File: src/rtl/mac32_dot_seq.sv
// Dot-product sequencer: streams (B,C) pairs through an external FP32 MAC (A + B*C), accumulating in acc.
// Optional macro MAC32_DOT_SEQ_NAN_ABORT_EN: abort the run with err_o when the MAC returns a NaN.
module mac32_dot_seq #(
  parameter int unsigned PARM_XLEN = 32,
  parameter int unsigned MAC_LAT   = 1,
  parameter int unsigned LEN_W     = 8
) (
  input  logic                 clk,
  input  logic                 rst_n,
  input  logic                 start_i,
  input  logic [LEN_W-1:0]     len_i,
  input  logic [PARM_XLEN-1:0] init_i,
  input  logic                 elem_valid_i,
  output logic                 elem_ready_o,
  input  logic [PARM_XLEN-1:0] elem_b_i,
  input  logic [PARM_XLEN-1:0] elem_c_i,
  output logic [PARM_XLEN-1:0] mac_a_o,
  output logic [PARM_XLEN-1:0] mac_b_o,
  output logic [PARM_XLEN-1:0] mac_c_o,
  input  logic [PARM_XLEN-1:0] mac_result_i,
  output logic                 busy_o,
  output logic                 done_o,
  output logic [PARM_XLEN-1:0] result_o,
  output logic [LEN_W-1:0]     remain_o,
  output logic                 err_o
);

  typedef enum logic [1:0] {IDLE, FETCH, WAIT, DONE} state_t;

  localparam logic [3:0] LAT_M1 = 4'(MAC_LAT - 1);

  state_t               state, state_nxt;
  logic [PARM_XLEN-1:0] acc, acc_nxt;
  logic [PARM_XLEN-1:0] a_nxt, b_nxt, c_nxt;
  logic [LEN_W-1:0]     remain, remain_nxt;
  logic [3:0]           cnt, cnt_nxt;
  logic                 err_nxt;
  logic                 res_nan;

`ifdef MAC32_DOT_SEQ_NAN_ABORT_EN
  assign res_nan = (&mac_result_i[30:23]) && (|mac_result_i[22:0]);
`else
  assign res_nan = 1'b0;
`endif

  assign elem_ready_o = (state == FETCH);
  assign result_o     = acc;
  assign remain_o     = remain;

  always_comb begin
    state_nxt  = state;
    acc_nxt    = acc;
    remain_nxt = remain;
    cnt_nxt    = cnt;
    a_nxt      = mac_a_o;
    b_nxt      = mac_b_o;
    c_nxt      = mac_c_o;
    err_nxt    = err_o;
    case (state)
      IDLE: begin
        if (start_i) begin
          acc_nxt    = init_i;
          remain_nxt = len_i;
          err_nxt    = 1'b0;
          state_nxt  = (len_i != '0) ? FETCH : DONE;
        end
      end
      FETCH: begin
        if (elem_valid_i && elem_ready_o) begin
          a_nxt     = acc;
          b_nxt     = elem_b_i;
          c_nxt     = elem_c_i;
          cnt_nxt   = LAT_M1;
          state_nxt = WAIT;
        end
      end
      WAIT: begin
        if (cnt == '0) begin
          acc_nxt    = mac_result_i;
          remain_nxt = remain - LEN_W'(1);
          if (res_nan) begin
            err_nxt   = 1'b1;
            state_nxt = DONE;
          end else if (remain == LEN_W'(1)) begin
            state_nxt = DONE;
          end else begin
            state_nxt = FETCH;
          end
        end else begin
          cnt_nxt = cnt - 4'd1;
        end
      end
      DONE:    state_nxt = IDLE;
      default: state_nxt = IDLE;
    endcase
  end

  // busy_o also spans the cycle after DONE: a run shows len*(MAC_LAT+1) + stalls + 2 busy cycles.
  always_ff @(posedge clk or negedge rst_n) begin
    if (!rst_n) begin
      state   <= IDLE;
      acc     <= '0;
      remain  <= '0;
      cnt     <= '0;
      mac_a_o <= '0;
      mac_b_o <= '0;
      mac_c_o <= '0;
      err_o   <= 1'b0;
      done_o  <= 1'b0;
      busy_o  <= 1'b0;
    end else begin
      state   <= state_nxt;
      acc     <= acc_nxt;
      remain  <= remain_nxt;
      cnt     <= cnt_nxt;
      mac_a_o <= a_nxt;
      mac_b_o <= b_nxt;
      mac_c_o <= c_nxt;
      err_o   <= err_nxt;
      done_o  <= (state_nxt == DONE);
      busy_o  <= (state != IDLE) || (state_nxt != IDLE);
    end
  end

endmodule

File: config.mk
export PLATFORM = sky130hd
export DESIGN_NAME = mac32_dot_seq
export DESIGN_NICKNAME = d
export VERILOG_FILES = /design/src/rtl/mac32_dot_seq.sv
export SDC_FILE = /design/constraint.sdc
export NUM_CORES = 1
export LEC_CHECK = 0
export ABC_CLOCK_PERIOD_IN_PS = 4400
export CELL_PAD_IN_SITES_DETAIL_PLACEMENT = 0
export CELL_PAD_IN_SITES_GLOBAL_PLACEMENT = 2
export CORE_ASPECT_RATIO = 0.8
export CORE_MARGIN = 3
export CORE_UTILIZATION = 28
export CTS_CLUSTER_DIAMETER = 60
export DETAILED_ROUTE_END_ITERATION = 12
export PLACE_DENSITY = 0.92
export SETUP_SLACK_MARGIN = 0.1
export SYNTH_ARGS = -nofsm -noshare
export SYNTH_HDL_FRONTEND = slang
export SYNTH_SLANG_ARGS = --single-unit
File: constraint.sdc
create_clock -name clk -period 4.4 [get_ports clk]
set_clock_uncertainty 0.05 [all_clocks]
set_input_delay 0.44 -clock clk [delete_from_list [all_inputs] [get_ports clk]]
set_output_delay 0.44 -clock clk [all_outputs]
set_load 0.01 [all_outputs]
### Yosys cells after proc, flatten, opt, wreduce, memory -nomap -nowiden

Cells that the tools add are included.

* logic and storage cells: 47
* output and inout port bits: 140
* register bits: 144
* input port bits: 140

* multiplexer cells: 15
* reduce and logical (&&, ||, !) cells: 12
* add/subtract/negate cells: 2
* equal/unequal tests: 9

Operators with widths (number)
* 32-bit two-way mux: 2
* 32-bit one-hot mux with 2 select lines: 1
* 8-bit two-way mux: 2
* 8-bit one-hot mux with 2 select lines: 1
* 2-bit two-way mux: 5
* 8-bit by 1-bit == test with 1-bit output (second input constant): 1
* 4-bit two-way mux: 2
* 2-bit one-hot mux with 4 select lines: 1
* 4-bit one-hot mux with 2 select lines: 1
* 2-bit nonzero test: 4
* 8-bit nonzero test: 1
* 8-bit by 1-bit subtractor with 8-bit output (second input constant): 1
* 2-bit == test (second input constant): 3
* 2-bit != test (second input constant): 3
* 3-bit AND reduction: 2
* 4-bit logical NOT: 1
* 4-bit by 1-bit subtractor with 4-bit output (second input constant): 1
* 2-bit by 1-bit == test with 1-bit output (second input constant): 1
* 2-bit logical NOT: 1
* 2-bit by 1-bit != test with 1-bit output (second input constant): 1
* 2-bit AND reduction: 1
* 1-bit logical AND: 1
* 1-bit logical OR: 1

### Depth between registers and ports, before layout

* word-level depth: 6
* gate-level depth with buffers: 8
* mapped depth without buffers: 6

### Worst setup path after synthesis

No wires, ideal clock.

* path kind: reg2reg
* from: register state[1]
* to: register mac_a_o[26]
* arrival time: 1.887 ns
* period minus slack after synthesis: 2.061 ns
* library setup time: 0.125 ns
* cell stages (with the launch flop): 7
* data required time: 4.225 ns
* buffers on the path: 2
* setup slack: 2.339 ns
* cell sequence: dfrtp_1 inv_1 ha_1 nand2_1 buf_1 clkbuf_1 mux2_2

* word-level cells in the longest chain between the ends: 3

Ends and longest elaborated chain
* start, declared: RTL line 32 `state_t state, state_nxt;`
* start signal, assigned: RTL line 112 `state <= state_nxt;`
* 2-bit by 1-bit == test with 1-bit output (*): RTL line 46 `assign elem_ready_o = (state == FETCH);`
* named net elem_ready_o: RTL line 14 `output logic elem_ready_o,`
* 1-bit logical AND: RTL line 69 `if (elem_valid_i && elem_ready_o) begin`
* 2-bit AND reduction (no line) (*)
* end signal, assigned: RTL line 116 `mac_a_o <= a_nxt;`
* end, declared: RTL line 17 `output logic [PARM_XLEN-1:0] mac_a_o,`

Mark *: on every way through the listed nets, which the timed path passes. The rest lies on a longest branch.
A chain may end at the register's enable or synchronous reset.

### Worst setup path in the final report

* from: register cnt[0]
* to: register remain[4], in the netlist remain_o[4]

* word-level cells in the longest chain between the ends: 3

Ends and longest elaborated chain
* start, declared: RTL line 36 `logic [3:0] cnt, cnt_nxt;`
* start signal, assigned: RTL line 115 `cnt <= cnt_nxt;`
* 4-bit logical NOT: RTL line 78 `if (cnt == '0) begin`
* 2-bit != test (no line)
* 3-bit AND reduction (no line)
* end signal, assigned: RTL line 114 `remain <= remain_nxt;`
* end, declared: RTL line 35 `logic [LEN_W-1:0] remain, remain_nxt;`

No other way between the ends.

==> results.json <==
{
  "synth_top_area_frac": 0.594,
  "num_vias": 4660,
  "drt_first_pass_iters": 4,
  "antenna_found_initial": 0,
  "worstPathArrival_ns": 2.67,
  "synth_cell_types": 43,
  "insertion_delay_ns": 0.42,
  "synth.area.top_cells": "dfrtp_1 59%, mux2_2 18%, mux2i_1 5.4%",
  "worstSetupEndpointType": "flop",
  "fin_ws_ns": 2.02,
  "clk_pin_slew_ns": 0.07,
  "grt_pass1_vias": 4694,
  "synth_nets": 610,
  "ys.flop_type": "dfrtp_1",
  "htree_levels": 4,
  "synth_seq_cells": 144,
  "die_x_um": 171,
  "fin_crit_sh": 0.540,
  "rsz0062_at_grt": "no",
  "tns_ns": 0,
  "hp-class": "reg2reg",
  "grt_pass1_wl_um": 26200,
  "yosys.area.top_type": "dfrtp_1",
  "finalHoldViolCount": 0,
  "die-area_um2": 23500,
  "crit_path_top_delay_cell": "or3b_1",
  "ys.warnings.count": 0,
  "grt_start_max_net_pins": 80,
  "fillers": 1940,
  "final_common_cell": "clkdlybuf4s50_1",
  "vdd_ir_drop_max_mv": 0.299,
  "critPathMaxStageDelay_ns": 0.50,
  "power_density_nw_per_um2": 748,
  "maxCapViolations": 0,
  "ant_nets": 0,
  "max_freq_mhz": 421,
  "utilization": 0.466,
  "numCtsBuffers": 17,
  "grt-ovfl-total": 0,
  "worstPathCellList": "inv_1 -> ha_1 -> or3b_1 -> a211oi_4 -> buf_4 -> o32ai_1 -> a21oi_1",
  "io_buffer_count": 278,
  "syn_inst": 463,
  "final_nets": 887,
  "design.core.area_um2": 21000,
  "avgSynthCellArea_um2": 13.1,
  "cp-start-kind": "flop",
  "start_util": 0.289,
  "io_pins": 280,
  "yosysSeqAreaShare": 0.594,
  "grt_usage": 0.144,
  "status": "complete, no violations",
  "cts_tree": "built",
  "async_reset_ff_frac": 1.00,
  "relSlewSlack": 0.478,
  "remaining_drc_errors": 0,
  "tightest_slew_ns": 0.781,
  "pre_cts_slack_ns": 1.83,
  "drt_iter0_markers": 223,
  "drive_above_1_share": 0.182,
  "synthesis.area_um2": 6070,
  "cts.sinks": 144,
  "cts_resized": 0,
  "path_class": "reg2reg",
  "routedWlPerCell_um": 16.7,
  "cts_root_buf": "clkbuf_16",
  "final_max_slew_viol_count": 0,
  "place_hpwl_um": 12600,
  "drt_wl_total_um": 17100,
  "gp_congestion": 0.745,
  "synth-edff-count": 0,
  "num_rows": 47,
  "viasPerCell": 4.56,
  "die_h_um": 138,
  "insertedDiodeCount": 0,
  "crit_fanout": 45,
  "crit_required_ns": 4.69,
  "p_leak_nw": 3.99,
  "clockBufferDepth": 2,
  "synthToLayoutAreaGrowth_pct": 61.2,
  "setup_viol": 0,
  "min_period_ns": 2.38,
  "most-common-layout-cells": "277 x clkdlybuf4s50_1, 144 x dfrtp_1, 96 x mux2_2"
}
-- logic make-up (layout without fill, tap and decap cells) --
logic type,count (synthesis),count (layout),synth area share
other cells,1,1,0.000618
flops,144,144,0.594
compound gates,79,79,0.0796
buf+inv,35,325,0.0237
fa+ha+maj,7,7,0.0144
mux,129,129,0.233
simple gates,68,68,0.0549
-- cells in the mapped netlist (3+ instances only) --
cell and instances:
nand2_1 5, ha_1 7, mux2_2 96, nand4_1 3, o22ai_1 5, buf_2 7, a21oi_1 39, nor4_1 3
clkbuf_1 13, mux2i_1 33, nand2b_1 6, nand3_1 5, inv_1 8, dfrtp_1 144, nor2_1 34, a21o_1 3
a22o_1 4, o21ai_0 12, buf_1 6
-- per-layer routing --
| layer | part of all wire | up-vias | track usage | wire, um |
|---|---|---|---|---|
| met5 | 0 | - | 0 | 0 |
| met4 | 0.015 | 0 | 0.0477 | 251 |
| met3 | 0.080 | 19 | 0.0545 | 1360 |
| met2 | 0.45 | 161 | 0.219 | 7700 |
| met1 | 0.45 | 2265 | 0.190 | 7740 |
| li1 | - | 2215 | - | - |
-- layout make-up --
cell class | instances | area (um^2) | area share
inverter | 8 | 30.0 | 0.00307
clock buffer | 19 | 443 | 0.0453
sequential | 144 | 3600 | 0.368
timing repair buffer | 285 | 2850 | 0.292
multi-input combinational | 284 | 2340 | 0.239
clock inverter | 13 | 178 | 0.0182
tap | 269 | 337 | 0.0344
-- path summary, 6_finish.rpt --
path                                          from                       to  slack [ns]  cells after the start
min                        mac_c_o[10]$_DFFE_PN0P_  mac_c_o[10]$_DFFE_PN0P_        0.45                      1
min in group asynchronous                    rst_n  result_o[0]$_DFFE_PN0P_        0.52                      2
min reg2reg                mac_c_o[10]$_DFFE_PN0P_  mac_c_o[10]$_DFFE_PN0P_        0.45                      1
max reg2reg                     cnt[0]$_DFFE_PN0P_  remain_o[4]$_DFFE_PN0P_        2.02                      7
max in group asynchronous                    rst_n   mac_b_o[5]$_DFFE_PN0P_        2.91                      3
max                             cnt[0]$_DFFE_PN0P_  remain_o[4]$_DFFE_PN0P_        2.02                      7
-- per-stage QoR --
stage / area, um^2 / hold slack [ns] / instances / power, mW
5_1_grt: 9780 / 0.462 / 1022 / 7.80
3_5_place_dp: 9150 / 0.441 / 989 / 5.86
6_report: 9780 / 0.452 / 1022 / 7.31
3_3_place_gp: 9150 / 0.437 / 989 / 5.81
4_1_cts: 9780 / 0.455 / 1022 / 7.42
2_1_floorplan: 6070 / 0.0944 / 463 / 3.99
-- power breakdown --
group | internal [mW] | switching, mW
Sequential | 1.99 | 0.410
Combinational | 1.95 | 1.45
Clock | 0.922 | 0.596
-- sequential cells by signal, summed over array words and instances (netlist names) --
register and cells:
busy_o 1, cnt 4, done_o 1, mac_a_o 32, mac_b_o 32, mac_c_o 32, remain_o 8, result_o 32
state 2
-- worst max-delay path, delay by kind of cell, from the launching register on --
kind / cells / cell delay [ns]
and+or+nand+nor: 1 / 0.50
AOI/OAI and AO/OA: 3 / 0.63
adders and majority gates: 1 / 0.16
buffers and inverters: 2 / 0.53
DFF: 1 / 0.43
-- timing repair --
item	4_1_cts	5_1_grt
hold buffers	1	0
setup buffers	0	0
hold endpoints to repair	23	0
Note: power is estimated with default switching activity, not from simulation.
